$ cat config.mk
export PLATFORM = sky130hd
export DESIGN_NAME = srb_alloc_ctrl
export DESIGN_NICKNAME = d
export VERILOG_FILES = /design/src/rtl/srb_pkg.sv /design/src/rtl/srb_alloc_ctrl_first_valid.sv /design/src/rtl/srb_alloc_ctrl.sv
export SDC_FILE = /design/constraint.sdc
export NUM_CORES = 1
export LEC_CHECK = 0
export ABC_AREA = 1
export CAP_MARGIN = 25
export CORE_ASPECT_RATIO = 1.5
export CORE_UTILIZATION = 58
export DETAILED_ROUTE_END_ITERATION = 7
export PLACE_DENSITY = 0.88
export SKIP_LAST_GASP = 1
export SYNTH_ARGS = -nofsm -noshare
export SYNTH_HDL_FRONTEND = slang
export SYNTH_SLANG_ARGS = --single-unit
$ cat constraint.sdc
create_clock -name clk -period 5.8 [get_ports clk]
set_clock_uncertainty 0.05 [all_clocks]
set_input_delay 0.87 -clock clk [delete_from_list [all_inputs] [get_ports clk]]
set_output_delay 0.87 -clock clk [all_outputs]
set_load 0.02 [all_outputs]
$ cat src/rtl/srb_pkg.sv
// Shared types and helpers for the sparse read buffer allocation side.
package srb_pkg;

    localparam int unsigned SRB_DEPTH_DFLT = 8;
    localparam int unsigned SRB_PTR_W_DFLT = $clog2(SRB_DEPTH_DFLT);

    typedef logic [SRB_PTR_W_DFLT-1:0] srb_idx_t;

    typedef struct packed {
        logic     wrap;
        srb_idx_t idx;
    } srb_ptr_t;

    // Pointers carry a wrap bit above the index, so the distance is taken modulo 2^(ptr_w+1).
    function automatic logic [31:0] srb_occupancy(
        input logic [31:0] w_ptr,
        input logic [31:0] btm_ptr,
        input int unsigned ptr_w
    );
        logic [31:0] mask;
        mask = (32'd1 << (ptr_w + 1)) - 32'd1;
        return (w_ptr - btm_ptr) & mask;
    endfunction

endpackage

$ cat src/rtl/srb_alloc_ctrl_first_valid.sv
// Rotating priority finder: first set bit of i_vec at or after i_start, wrapping at the top.
module srb_first_valid #(
    parameter int unsigned SRB_DEPTH = 8,
    localparam int unsigned PTR_W = $clog2(SRB_DEPTH)
) (
    input  logic [SRB_DEPTH-1:0] i_vec,
    input  logic [PTR_W-1:0]     i_start,
    output logic                 o_found,
    output logic [PTR_W-1:0]     o_idx,
    output logic                 o_wrapped
);

    logic [PTR_W-1:0] w_pos;

    // Scan from the farthest offset down so the nearest hit is the last one written.
    always_comb begin
        o_found   = 1'b0;
        o_idx     = i_start;
        o_wrapped = 1'b0;
        w_pos     = '0;
        for (int unsigned k = SRB_DEPTH; k > 0; k--) begin
            w_pos = i_start + PTR_W'(k - 1);
            if (i_vec[w_pos]) begin
                o_found   = 1'b1;
                o_idx     = w_pos;
                o_wrapped = (w_pos < i_start);
            end
        end
    end

endmodule

$ cat src/rtl/srb_alloc_ctrl.sv
// SRB write/allocate side: in-order allocation, out-of-order release, in-order reclaim.
module srb_alloc_ctrl
    import srb_pkg::*;
#(
    parameter int unsigned SRB_DEPTH = SRB_DEPTH_DFLT,
    parameter int unsigned DATA_W    = 32,
    localparam int unsigned PTR_W    = $clog2(SRB_DEPTH)
) (
    input  logic                 clk,
    input  logic                 rst,
    input  logic                 alloc_valid,
    output logic                 alloc_ready,
    input  logic [DATA_W-1:0]    alloc_data,
    output logic [PTR_W-1:0]     alloc_ptr,
    input  logic                 rel_valid,
    input  logic [PTR_W-1:0]     rel_ptr,
    output logic [DATA_W-1:0]    rel_data,
    output logic                 rel_err,
    output logic [SRB_DEPTH-1:0] entry_valid,
    output logic [PTR_W-1:0]     bottom_ptr,
    output logic [PTR_W:0]       occupancy,
    output logic                 full,
    output logic                 empty
);

    typedef struct packed {
        logic             wrap;
        logic [PTR_W-1:0] idx;
    } ptr_t;

    ptr_t                  r_w_ptr;
    ptr_t                  r_btm_ptr;
    logic [SRB_DEPTH-1:0]  r_entry_valid;
    logic [DATA_W-1:0]     r_mem [SRB_DEPTH];
    logic                  r_rel_err;

    logic                  w_full;
    logic                  w_alloc_fire;
    logic                  w_rel_ok;
    logic [SRB_DEPTH-1:0]  w_rel_mask;
    logic [SRB_DEPTH-1:0]  w_ev_r;
    logic                  w_found;
    logic [PTR_W-1:0]      w_found_idx;
    logic                  w_found_wrapped;
    ptr_t                  w_btm_nxt;

    assign w_full       = (r_w_ptr.idx == r_btm_ptr.idx) && (r_w_ptr.wrap != r_btm_ptr.wrap);
    assign w_alloc_fire = alloc_valid && !w_full;
    assign w_rel_ok     = rel_valid && r_entry_valid[rel_ptr];

    always_comb begin
        w_rel_mask = '0;
        if (w_rel_ok) begin
            w_rel_mask[rel_ptr] = 1'b1;
        end
    end

    // Bottom search sees registered valids minus this cycle's release; new allocations excluded.
    assign w_ev_r = r_entry_valid & ~w_rel_mask;

    srb_first_valid #(
        .SRB_DEPTH (SRB_DEPTH)
    ) u_first_valid (
        .i_vec     (w_ev_r),
        .i_start   (r_btm_ptr.idx),
        .o_found   (w_found),
        .o_idx     (w_found_idx),
        .o_wrapped (w_found_wrapped)
    );

    always_comb begin
        w_btm_nxt = r_w_ptr;
        if (w_found) begin
            w_btm_nxt.wrap = r_btm_ptr.wrap ^ w_found_wrapped;
            w_btm_nxt.idx  = w_found_idx;
        end
    end

    always_ff @(posedge clk) begin
        if (rst) begin
            r_w_ptr       <= '0;
            r_btm_ptr     <= '0;
            r_entry_valid <= '0;
            r_rel_err     <= 1'b0;
        end else begin
            r_rel_err <= rel_valid && !r_entry_valid[rel_ptr];
            if (w_alloc_fire) begin
                r_w_ptr <= ptr_t'(r_w_ptr + 1'b1);
            end
            if (w_rel_ok && (rel_ptr == r_btm_ptr.idx)) begin
                r_btm_ptr <= w_btm_nxt;
            end
            // The write slot is never valid, so set and clear never hit the same bit.
            r_entry_valid <= (r_entry_valid & ~w_rel_mask)
                           | (w_alloc_fire ? (SRB_DEPTH'(1) << r_w_ptr.idx) : '0);
        end
    end

    always_ff @(posedge clk) begin
        if (!rst && w_alloc_fire) begin
            r_mem[r_w_ptr.idx] <= alloc_data;
        end
    end

    assign alloc_ready = !w_full;
    assign alloc_ptr   = r_w_ptr.idx;
    assign rel_data    = r_mem[rel_ptr];
    assign rel_err     = r_rel_err;
    assign entry_valid = r_entry_valid;
    assign bottom_ptr  = r_btm_ptr.idx;
    assign occupancy   = (PTR_W + 1)'(srb_occupancy(32'(r_w_ptr), 32'(r_btm_ptr), PTR_W));
    assign full        = w_full;
    assign empty       = (r_w_ptr == r_btm_ptr);

endmodule

==> reports/results.ini, run 1 <==
[status]
status=complete, no violations

[synth]
synth_area_leaders=edfxtp_1 (69%), nand2_1 (4.7%), dfxtp_1 (3.1%)
yosys.area_share.simple_pct=12.8
synthXorXnorAreaFrac_pct=0.472
synth.avg_cell_area_um2=13.6
yosysUniqueCellTypes=38
postSynth.topFlopCell=edfxtp_1
synth_mux_area_share_pct=0
synth_top_family_by_area=simple AND/OR/NAND/NOR gates
synth-compound-area-share_pct=8.85
syn_area_um2=11100
synth_top_area_share_pct=69.1
ys_ff_latch=273
synthCells=820
synth_edf_count=256
synth_warnings=0
ys_seq_area_share_pct=72.2
synth_top_area_cell=edfxtp_1
synth_fa_ha_area_share_pct=2.20
synth_common_cells=edfxtp_1 (256), nand2_1 (140), nand3_1 (61), inv_1 (49), a22oi_1 (38)
syn-num-nets=878
ys_async_sr_fraction_pct=0
synth_most_common_cell=edfxtp_1

[critical_path]
crit_path_end_kind=output pin
path_cells=clkdlybuf4s50_1, inv_6, nor2_2, buf_4, inv_1, o21ai_0, a221oi_1, nand4_1, clkdlybuf4s50_1
critPathMaxStageDelay_ps=800
critPathMaxFanout=32
slowest_stage=clkdlybuf4s50_1
criticalPathCategory=input port to output pin
worstReg2RegEnd=r_mem[2][30]$_DFFE_PP_
required_ps=4880
rr_startpoint=bottom_ptr[1]$_SDFFE_PP0P_
r2r_slack_ps=2220
cp-start-kind=input port
worstPathArrival_ps=3660
crit_path_frequent_cell=clkdlybuf4s50_1
worstRegToRegCells=8

[layout]
area_growth_pct=18.3
fill_cells=1179
n_antenna_cell=0
layout-drive-gt1-share_pct=10.1
final_nets=975

[sta]
hold_violations=0
hold_slack_ps=463
setup_violations=0
maxSlewViolCount=0
worstMarginPinSlew_ps=884
fin_tns_setup_ps=0
rsz0062_at_grt=no
period_share_pct=79.0
period_needed_ps=4580
max_freq_ghz=0.218
relSlewSlack_pct=41.0
worst_slack_ps=1220

[worst_hold_path]
hold_path_depth=2
holdPathEnd=r_btm_ptr[3]$_SDFFE_PP0P_
min-delay-start=r_btm_ptr[3]$_SDFFE_PP0P_
hold_path.class=flip-flop to flip-flop

[placement]
io_buffers=92
place_ws_ps=1270
gp_congestion=0.962
hpwlAfterDp_um=16300

[floorplanning]
dieArea_um2=19700
coreArea_um2=18600
ios=93
rows=61
die_x_um=115
initial_utilization_pct=59.7
die_h_um=172

[power_and_ir_drop]
peakVddDrop_mv=0.305
report.power.total_mw=4.19
power_density_nw_per_um2=319
leakage_nw=4.51

[detailed_routing]
routed-via-count=7551
drtAntennaViolNets=0
routedWlPerCell_um=23.2
post_drt_via_cell_ratio=6.37
drtIter0Drc=893
wl_um=27500
drc=0
dr.pass1.iters=5

[clock_network]
hold_buffers=0
cts_buffers=22
htreeDepth=1
clock_path_buffers=3
postCtsSetupBuffers=0
cts_root_buf=clkbuf_16
ctsResizeCount=0
cts_tree=built
clk_pin_slew_ps=70
clock-sinks=273
worstSkewPairLatency_ps=510

[grt]
antenna_found_initial=0
grt_start_max_net_pins=34
grt-ovfl-total=0
grt_use_total_pct=28.5
grt_pass1_wl_um=41300
grt_pass1_vias=7561

[job]
cap_violations=0

[placed cells by master, fill, tap and decap left out, types with 2 or more instances in the layout]
master and count:
edfxtp_1 256, nand2_1 140, clkdlybuf4s50_1 92, nand3_1 61, inv_1 49, a22oi_1 38, nand4_1 30, a221oi_1 29
nor2_1 27, a22o_1 25, clkbuf_16 23, ha_1 18, a21oi_1 17, dfxtp_1 17, buf_4 17, o21ai_0 13
nand3_2 12, nor2_2 10, nor3_2 7, clkbuf_1 5, inv_2 4, bufinv_16 4, xor2_1 3, xnor2_1 3
inv_6 3, a32oi_1 3, a31oi_1 3, nand2_2 3, clkinv_1 2, clkinvlp_4 2, buf_12 2
[worst max path at each step]
stage | slack (ps) | end | cells past startpoint | from
5_1_grt | 1100 | rel_data[19] | 9 | rel_ptr[0]
3_3_place_gp | 1330 | rel_data[3] | 8 | rel_ptr[0]
2_1_floorplan | 710 | r_mem[6][0]$_DFFE_PP_ | 6 | bottom_ptr[1]$_SDFFE_PP0P_
4_1_cts | 1220 | rel_data[19] | 9 | rel_ptr[0]
3_5_place_dp | 1270 | rel_data[7] | 8 | rel_ptr[0]
6_report | 1220 | rel_data[19] | 9 | rel_ptr[0]
[registers in the layout, summed over array words and instances (netlist names)]
name and flops:
r_mem 256, entry_valid 8, alloc_ptr 3, bottom_ptr 3, r_btm_ptr 1, r_w_ptr 1, rel_err 1
[stage by stage]
step                      util [%]  instances  cell area, µm²
final                         70.7       1185           13200
after global routing          70.7       1185           13200
after CTS                     70.7       1185           13200
after detailed placement      66.6       1145           12400
after global placement        66.5       1144           12400
after floorplan                  -        820           11100
[layer usage]
| layer | GRT usage, % | vias to the layer above | part of all wire [%] |
|---|---|---|---|
| met4 | 17.3 | 0 | 4.1 |
| met3 | 3.77 | 89 | 7.7 |
| met5 | 0 | - | 0 |
| met2 | 49.9 | 493 | 53 |
| li1 | - | 3280 | - |
| met1 | 33.3 | 3689 | 35 |
[worst max-delay path: cells and delay by family]
kind | cells | cell delay [ps]
buffers and inverters | 5 | 2040
AO/OA/AOI/OAI | 2 | 450
AND/OR/NAND/NOR | 2 | 270
[cell type report]
class                           count  area [µm²]  area share [%]
Clock buffer                       28         594            4.51
Tap cell                          252         315            2.40
Multi-Input combinational cell    455        2760            20.9
Inverter                           54         208            1.58
Timing Repair Buffer              111        1090            8.27
Clock inverter                     12         174            1.32
Sequential cell                   273        8030            61.0
[power by group]
group,internal [mW],switching [mW]
logic,0.155,0.247
registers,2.19,0.0220
clock network,0.913,0.666
total,3.26,0.935
[cells by family (layout without fill, tap and decap cells)]
group	Yosys count	count (layout)
compound gates	132	132
xor+xnor	6	6
fa+ha+maj	19	19
buf+inv	92	205
flops	273	273
simple gates	298	298
Power figures use the tool's default switching activity.
==> inputs of run 2 (changes only) <==
--- a/config.mk
+++ b/config.mk
@@ -8,9 +8,9 @@
 export ABC_AREA = 1
 export CAP_MARGIN = 25
 export CORE_ASPECT_RATIO = 1.5
-export CORE_UTILIZATION = 58
+export CORE_UTILIZATION = 52
 export DETAILED_ROUTE_END_ITERATION = 7
-export PLACE_DENSITY = 0.88
+export PLACE_DENSITY = 0.84
 export SKIP_LAST_GASP = 1
 export SYNTH_ARGS = -nofsm -noshare
 export SYNTH_HDL_FRONTEND = slang
==> constraint.sdc (replaced) <==
create_clock -name clk -period 4.2 [get_ports clk]
set_clock_uncertainty 0.05 [all_clocks]
set_input_delay 0.63 -clock clk [delete_from_list [all_inputs] [get_ports clk]]
set_output_delay 0.63 -clock clk [all_outputs]
set_load 0.02 [all_outputs]
==> reports/results.ini, run 2 (same netlist as run 1, synthesis figures left out) <==
[status]
status=complete, no violations

[layout]
layout_common_cells=edfxtp_1 (256), nand2_1 (140), clkdlybuf4s50_1 (92)
largest_register_ffs=256
final_nets=984
fill_cells=1483
largest_register=r_mem
fin_cells=1210
layout-drive-gt1-share_pct=10.8
area_growth_pct=19.5
final_common_cell=edfxtp_1

[power_and_ir_drop]
p_int_mw=4.56
p_sw_mw=1.32
report.power.total_mw=5.87
combPwrFrac_pct=9.6
clkPwrFrac_pct=38.3
seq_power_share_pct=52.0
leakage_nw=4.58
peakVddDrop_mv=0.397
swShare_pct=22.4
power_density_nw_per_um2=442

[critical_path]
cp-startpoint=rel_ptr[0]
required_ps=3520
worstRegToRegCells=8
path_cells=clkdlybuf4s50_1, inv_6, nor2_2, buf_4, buf_4, a221oi_1, nand4_1, clkdlybuf4s50_1
critPathBufInv=5
critPathMaxFanout=15
worstReg2RegEnd=r_mem[1][1]$_DFFE_PP_
crit_path_end_kind=output pin
slowest_stage=clkdlybuf4s50_1
r2r_slack_ps=750
critPathMaxStageDelay_ps=690
path_depth=8
worst_path_dominant_cell_family=buffers and inverters
setup.worst_path.end=rel_data[22]
rr_startpoint=alloc_ptr[0]$_SDFFE_PP0P_
cp-start-kind=input port
criticalPathCategory=input port to output pin
worstPathArrival_ps=3150

[clock_network]
cts_buffers=23
postCtsSetupBuffers=0
ctsResizeCount=0
cts_root_buf=clkbuf_16
hold_buffers=0
cts_tree=built
clk_pin_slew_ps=70
clock_path_buffers=3
worstSkewPairLatency_ps=510
htreeDepth=1
clock-sinks=273

[floorplanning]
coreArea_um2=21000
die_x_um=121
die_h_um=181
ios=93
rows=65
initial_utilization_pct=53.0
dieArea_um2=22000

[sta]
maxSlewViolCount=0
period_needed_ps=3830
setup_violations=0
period_share_pct=91.3
hold_violations=0
rsz0062_at_grt=no
relSlewSlack_pct=60.8
worstMarginPinSlew_ps=588
max_freq_ghz=0.261

[grt]
grt-ovfl-total=0
grt_pass1_vias=7507
antenna_found_initial=1
grt_pass1_wl_um=41000
grt_use_total_pct=25.1
grt_start_max_net_pins=34

[placement]
gp_congestion=0.989
io_buffers=92
hpwlAfterDp_um=15400
placed_cells=1169

[detailed_routing]
wl_um=27700
drtAntennaViolNets=0
routed-via-count=7577
post_drt_via_cell_ratio=6.26
dr.pass1.iters=5
drc=0
routedWlPerCell_um=22.9
drtIter0Drc=782

[job]
cap_violations=0

[worst_hold_path]
hold_path.class=flip-flop to flip-flop

run 2: cell count changes in the layout (fill, tap and decap cells not counted), sizes merged:
| cell | before | now |
|---|---|---|
| buf | 19 | 27 |
| clkinv | 4 | 9 |
| diode | 0 | 1 |
| clkinvlp | 2 | 0 |
| clkbuf | 28 | 24 |
| bufinv | 4 | 5 |
run 2: how the worst min path moves through the flow:
stage / slack [ps] / to / depth (start not counted) / from
after floorplan: 420 / r_w_ptr[3]$_SDFFE_PP0P_ / 2 / r_w_ptr[3]$_SDFFE_PP0P_
after global placement: 450 / r_w_ptr[3]$_SDFFE_PP0P_ / 2 / r_w_ptr[3]$_SDFFE_PP0P_
after detailed placement: 460 / r_w_ptr[3]$_SDFFE_PP0P_ / 2 / r_w_ptr[3]$_SDFFE_PP0P_
after CTS: 470 / r_w_ptr[3]$_SDFFE_PP0P_ / 2 / r_w_ptr[3]$_SDFFE_PP0P_
after global routing: 510 / r_w_ptr[3]$_SDFFE_PP0P_ / 2 / r_w_ptr[3]$_SDFFE_PP0P_
final: 470 / r_w_ptr[3]$_SDFFE_PP0P_ / 2 / r_w_ptr[3]$_SDFFE_PP0P_
run 2: final cells by class:
type | instances | area (µm²) | share of cell area (%)
Antenna cell | 1 | 2.50 | 0.0188
Clock buffer | 24 | 579 | 4.36
Clock inverter | 16 | 213 | 1.60
Inverter | 54 | 208 | 1.56
Multi-Input combinational cell | 455 | 2770 | 20.8
Sequential cell | 273 | 8030 | 60.4
Tap cell | 268 | 335 | 2.52
Timing Repair Buffer | 119 | 1160 | 8.74
run 2: power groups by stage:
stage / clock network (mW) / registers [mW] / logic [mW]
finish: 2.25 / 3.05 / 0.567
CTS: 2.27 / 3.05 / 0.565
detailed placement: 0 / 3.11 / 0.555
floorplan: 0 / 3.11 / 0.295
global placement: 0 / 3.11 / 0.548
global route: 2.36 / 3.06 / 0.604
run 2: per-layer routing:
layer	vias up	GRT usage [%]	part of all wire, %
li1	3298	-	-
met1	3656	29.5	35
met2	523	43.5	52
met3	100	3.72	9.0
met4	0	13.9	4.3
met5	-	0	0
run 2: worst min-delay path, cell delays in order, from the launching register on:
cell     delay (ps)
dfxtp_1         320
inv_1            90
a21oi_1          70
run 2: metrics by stage:
stage	setup WS (ps)	utilization (%)	hold WS, ps	setup TNS (ps)	cell area [µm²]
floorplan	-205	-	420	-39280	11100
global placement	443	59.6	453	0	12500
detailed placement	436	59.6	458	0	12500
CTS	387	63.3	471	0	13300
global route	212	63.3	507	0	13300
finish	366	63.3	473	0	13300
==> variant 1: new RTL, flow settings as in run 1 <==
Change the package constant `SRB_DEPTH_DFLT` from 8 to 16.
--- a/src/rtl/srb_pkg.sv
+++ b/src/rtl/srb_pkg.sv
@@ -2,5 +2,5 @@
 package srb_pkg;
 
-    localparam int unsigned SRB_DEPTH_DFLT = 8;
+    localparam int unsigned SRB_DEPTH_DFLT = 16;
     localparam int unsigned SRB_PTR_W_DFLT = $clog2(SRB_DEPTH_DFLT);
 
Ports: changed (5 resized); port bits go from 93 to 105. No check against the original RTL was run, so the function may have changed too.
==> variant 1 against run 1 <==
Synthesized area rose by 110%; routed wire length is 150% higher; critical path depth down 1; sequential cell count up 266; setup slack lost 0.24 ns; largest cell class unchanged; sequential power is 95% higher; final cell count up 110%; global-route usage is 5.0 points higher; clock power is 91% higher; cell area increased by 99%; maximum frequency shrank 5.1%; total power rose by 89%.
==> variant 1: results (changes against run 1) <==
.. list-table::
   :header-rows: 1

   * - Metric
     - Value
   * - Result of the run
     - finished clean (unchanged)
   * - Largest fanout of any net on the critical path
     - 128 (was 32)
   * - Met2 wire length
     - 34400 um (was 14500 um)
   * - Detailed-router iteration count before antenna repair
     - 6 (was 5)
   * - Crit path largest cell delay
     - 0.67 ns (was 0.80 ns)
   * - Total CTS buffers
     - 44 (was 22)
   * - Fraction of the yosys area taken by sequential cells
     - 68.7% (was 72.2%)
   * - Overall track demand over capacity in global routing
     - 33.6% (was 28.5%)
   * - Vias in the first global route
     - 16900 (was 7561)
   * - Instance area after placement
     - 0.0248 mm^2 (was 0.0124 mm^2)
   * - Met3 Routed Length
     - 7440 um (was 2110 um)
   * - Starting DRT DRC Count
     - 2580 (was 893)
   * - Net count after synthesis
     - 1910 (was 878)
   * - Leakage power
     - 8.74 nW (was 4.51 nW)
   * - Count of cell types in the netlist
     - 55 (was 38)
   * - Number of flip-flops in the largest register
     - 512 (was 256)
   * - Worst endpoint data arrival time
     - 3.90 ns (was 3.66 ns)
   * - Most instantiated cells after synthesis
     - edfxtp_1, nand3_1, nand2_1 (was edfxtp_1, nand2_1, nand3_1)
   * - Max transition margin
     - 30.9% (was 41.0%)
   * - HPWL after detailed placement
     - 38200 um (was 16300 um)
   * - Max clock buf depth
     - 3 (unchanged)
   * - Initial antenna violation count
     - 3 (was 0)
   * - Post-synth EDFFs
     - 512 (was 256)
   * - Clock-pin slew on the worst setup and hold paths
     - 0.07 ns (about the same)
   * - Slowest stage cell, crit path
     - buf_4 (was clkdlybuf4s50_1)
   * - Largest cells by area after synthesis
     - edfxtp_1, nand3_1, a22oi_1, a31oi_1, nand2_1 (was edfxtp_1, nand2_1, dfxtp_1, nand3_1, a22oi_1)
   * - First-pass GRT wire length
     - 99800 um (was 41300 um)
   * - H-tree depth reported by CTS
     - 2 (was 1)
   * - Classification of the worst-slack hold path
     - flip-flop to flip-flop (unchanged)
   * - Net count, final
     - 1973 (was 975)
   * - Port Buf Inserts
     - 104 (was 92)
   * - GP Congestion
     - 1.06 (was 0.962)
   * - Fraction of layout cells with a size suffix above 1
     - 10.7% (was 10.1%)
   * - Length of routed wiring on met1
     - 21900 um (was 9740 um)
   * - Largest net degree at the start of global routing
     - 129 (was 34)
   * - Worst vdd rail ir drop
     - 0.321 mV (was 0.305 mV)
   * - Root Driver
     - clkbuf_16 (unchanged)
   * - Latest clock arrival within the worst-skew pair
     - 0.55 ns (was 0.51 ns)
   * - Total wirelength of the detailed-routed design
     - 68200 um (was 27500 um)
   * - Post-placement worst setup slack
     - 0.942 ns (was 1.27 ns)
   * - Via-per-instance ratio
     - 7.05 (was 6.37)
-- variant 1: cell count changes in the layout (fill, tap and decap cells not counted), moves of 17 or more --
cell,before,now
a22o_1,25,0
a31oi_1,3,132
or4_1,0,32
clkbuf_16,23,44
buf_4,17,34
edfxtp_1,256,512
nor2_1,27,57
a221oi_1,29,3
nand3_1,61,354
nand2_1,140,196
nand4_1,30,4
a22oi_1,38,129
-- variant 1: critical path: cells and delay by family --
kind	cells	cell delay (ns)
buffers and inverters	4	1.78
AND/OR/NAND/NOR	2	0.59
AO/OA/AOI/OAI	2	0.51
-- variant 1: per-layer routing --
metal,global-route usage [%],vias to the layer above
met5,0,-
met4,23.6,0
met2,55.7,1528
met1,39.4,8215
li1,-,7157
met3,5.75,310
-- variant 1: report_power, final --
part | internal (W) | switching (W)
sequential | 0.00429 | 0.0000181
combinational | 0.000190 | 0.000412
clock | 0.00167 | 0.00135
-- variant 1: worst paths after layout --
check	startpoint	endpoint	slack [ns]	cells past startpoint
setup / recovery	rel_ptr[0]	rel_data[7]	0.98	8
hold / removal	r_btm_ptr[4]	r_btm_ptr[4]	0.47	2
setup reg to reg	bottom_ptr[0]	bottom_ptr[1]	1.53	17
hold reg to reg	r_btm_ptr[4]	r_btm_ptr[4]	0.47	2
-- variant 1: area by class of cell --
| type | count | area [um^2] |
|---|---|---|
| diodes | 3 | 7.51 |
| clock buffers | 49 | 1120 |
| clock inverters | 31 | 328 |
| fillers | 2572 | 13100 |
| inverters | 77 | 292 |
| multi-input cells | 1097 | 6530 |
| flip-flops and latches | 539 | 15900 |
| well taps | 500 | 626 |
| repair buffers | 144 | 1430 |
-- variant 1: metrics by stage --
step,util (%),cells
2_1_floorplan,-,1840
3_3_place_gp,63.1,2357
3_5_place_dp,63.1,2357
4_1_cts,66.8,2437
5_1_grt,66.8,2439
6_report,66.8,2440
-- variant 1: logic make-up (layout without fill, tap and decap cells) --
logic type / Yosys count / after routing / synth area share (%)
simple gates: 715 / 715 / 15.5
flops: 539 / 539 / 68.7
compound gates: 342 / 342 / 10.1
buf+inv: 204 / 301 / 3.64
fa+ha+maj: 30 / 30 / 1.65
xor+xnor: 10 / 10 / 0.378
other cells: 0 / 3 / 0
==> variant 2: new RTL, flow settings as in run 1 <==
Made on the original files. Remove the register `r_rel_err`: a continuous assignment takes its place, so the output `rel_err` follows one clock earlier.
--- a/src/rtl/srb_alloc_ctrl.sv
+++ b/src/rtl/srb_alloc_ctrl.sv
@@ -82,7 +82,5 @@
             r_btm_ptr     <= '0;
             r_entry_valid <= '0;
-            r_rel_err     <= 1'b0;
         end else begin
-            r_rel_err <= rel_valid && !r_entry_valid[rel_ptr];
             if (w_alloc_fire) begin
                 r_w_ptr <= ptr_t'(r_w_ptr + 1'b1);
@@ -96,4 +94,6 @@
         end
     end
+
+    assign r_rel_err = rel_valid && !r_entry_valid[rel_ptr];
 
     always_ff @(posedge clk) begin
Function: changed (a bounded check fails within 4 cycles, from zero or initial values and one cycle with rst high).
==> variant 2 against run 1 <==
Cell area decreased by 0.33%; clock power is 4% lower; die area down 0.25%; routed wire length down 3.1%; critical path type unchanged; setup slack got worse by 0.053 ns; synthesized area decreased by 0.26%; largest power group unchanged; sequential cell count fell by 1; total power shrank 1.8%.
==> variant 2: results (changes against run 1) <==
.. list-table::
   :header-rows: 1

   * - Metric
     - Value
   * - Result of the run
     - finished clean (unchanged)
   * - Instance area after placement
     - 0.0124 mm^2 (about the same)
   * - Vias in the first global route
     - 7420 (was 7561)
   * - Worst vdd rail ir drop
     - 0.273 mV (was 0.305 mV)
   * - Via-per-instance ratio
     - 6.32 (was 6.37)
   * - Relative area of clock buffers and inverters in the final design
     - 5.72% (was 5.84%)
   * - Number of cells in the finished layout apart from fillers
     - 1189 (was 1185)
   * - Fraction of layout cells with a size suffix above 1
     - 10.1% (about the same)
   * - Worst reg2reg endpoint
     - bottom_ptr[0] (was r_mem[2][30])
   * - Multi-input combinational gate total
     - 463 (was 455)
   * - Non-clock inverter count in the final layout
     - 50 (was 54)
   * - Worst setup path end
     - rel_data[30] (was rel_data[19])
   * - Largest cells by area after synthesis
     - edfxtp_1, nand2_1, nand3_1, dfxtp_1, a22oi_1 (was edfxtp_1, nand2_1, dfxtp_1, nand3_1, a22oi_1)
   * - Plain + repair buffers
     - 112 (was 111)
   * - Switching power of the nets
     - 0.000906 W (was 0.000935 W)
   * - Worst reg2reg startpoint
     - bottom_ptr[0] (was bottom_ptr[1])
   * - Max transition margin
     - 40.5% (was 41.0%)
   * - Area of all sequential standard cells
     - 0.00801 mm^2 (was 0.00803 mm^2)
   * - Net count, final
     - 979 (was 975)
   * - Total CTS buffers
     - 22 (unchanged)
   * - Net count after synthesis
     - 882 (was 878)
   * - Syn_area_per_cell
     - 13.5 um^2 (was 13.6 um^2)
   * - Length in cells of the worst reg-to-reg path
     - 14 (was 8)
   * - GP Congestion
     - 0.983 (was 0.962)
   * - Largest fanout of any net on the critical path
     - 13 (was 32)
   * - Sw Ratio
     - 22.0% (was 22.3%)
   * - Reg2reg setup slack
     - 2.31 ns (was 2.22 ns)
   * - Clock Buffer Count
     - 31 (was 28)
   * - Multi-input combinational area share
     - 21.1% (was 20.9%)
   * - Final-layout fill cell count
     - 1229 (was 1179)
   * - First-pass GRT wire length
     - 40100 um (was 41300 um)
   * - HPWL after detailed placement
     - 15400 um (was 16300 um)
   * - Total wirelength of the detailed-routed design
     - 26700 um (was 27500 um)
   * - Root Driver
     - clkbuf_16 (unchanged)
   * - Synthesized instance count
     - 824 (was 820)
   * - Fraction of the yosys area taken by sequential cells
     - 72.2% (about the same)
   * - Count of placed standard cells including taps
     - 1149 (was 1145)
   * - Number of flip-flops in the largest register
     - 256 (unchanged)
   * - Sequential Power Share
     - 53.5% (was 52.8%)
   * - Starting DRT DRC Count
     - 658 (was 893)
   * - Clock-pin slew on the worst setup and hold paths
     - 0.06 ns
   * - Leakage power
     - 4.49 nW (was 4.51 nW)
   * - Total number of vias
     - 7513 (was 7551)
   * - Most instantiated cells after synthesis
     - edfxtp_1, nand2_1, nand3_1 (unchanged)
   * - Count of cell types in the netlist
     - 40 (was 38)
   * - Sequential cell count of the final layout
     - 272 (was 273)
   * - Overall track demand over capacity in global routing
     - 27.6% (was 28.5%)
   * - Min-delay src
     - r_w_ptr[3] (was r_btm_ptr[3])
   * - Combinational cell power
     - 0.000393 W (was 0.000401 W)
==> variant 2: cell types whose count changed after synthesis, moves of 3 or more <==
cell	before	now
clkbuf_1	22	25
inv_1	49	46
nand2_1	140	156
xnor2_1	3	6
a21oi_1	17	20
buf_4	10	7
nand3_1	61	65
a32oi_1	3	0
a22o_1	25	19
nor2_1	31	20
==> variant 2: cell families after synthesis <==
group,share of synthesized area (%)
compound gates,8.75
simple gates,13.0
xor+xnor,0.553
buf+inv,3.34
flops,72.2
fa+ha+maj,2.21
==> variant 2: per-layer routing <==
metal	track usage, %	wire [um]
met2	47.7	13800
met1	33.4	9630
met5	0	0
met3	3.56	2100
met4	15.2	1100
==> variant 2: critical path, stage by stage <==
cell and delay (ns):
clkdlybuf4s50_1 0.76, inv_2 0.17, nor2_2 0.51, buf_4 0.35, nand2_1 0.09, nand2_1 0.07
a221oi_1 0.05, nand4_1 0.18, clkdlybuf4s50_1 0.64
==> variant 2: worst min-delay path by stage <==
| stage | cells after the start | endpoint | slack, ns |
|---|---|---|---|
| final | 2 | r_w_ptr[3] | 0.46 |
| after global placement | 2 | r_w_ptr[3] | 0.43 |
| after global routing | 2 | r_w_ptr[3] | 0.50 |
| after CTS | 2 | r_w_ptr[3] | 0.46 |
| after floorplan | 2 | r_w_ptr[3] | 0.41 |
| after detailed placement | 2 | r_w_ptr[3] | 0.45 |
==> variant 2: stage by stage <==
| step | hold WS (ns) | utilization (%) | setup slack [ns] |
|---|---|---|---|
| after detailed placement | 0.446 | 66.4 | 1.26 |
| after global placement | 0.431 | 66.2 | 1.31 |
| after global routing | 0.498 | 70.5 | 1.00 |
| after CTS | 0.458 | 70.5 | 1.21 |
| after floorplan | 0.410 | - | 0.670 |
| final | 0.457 | 70.5 | 1.17 |
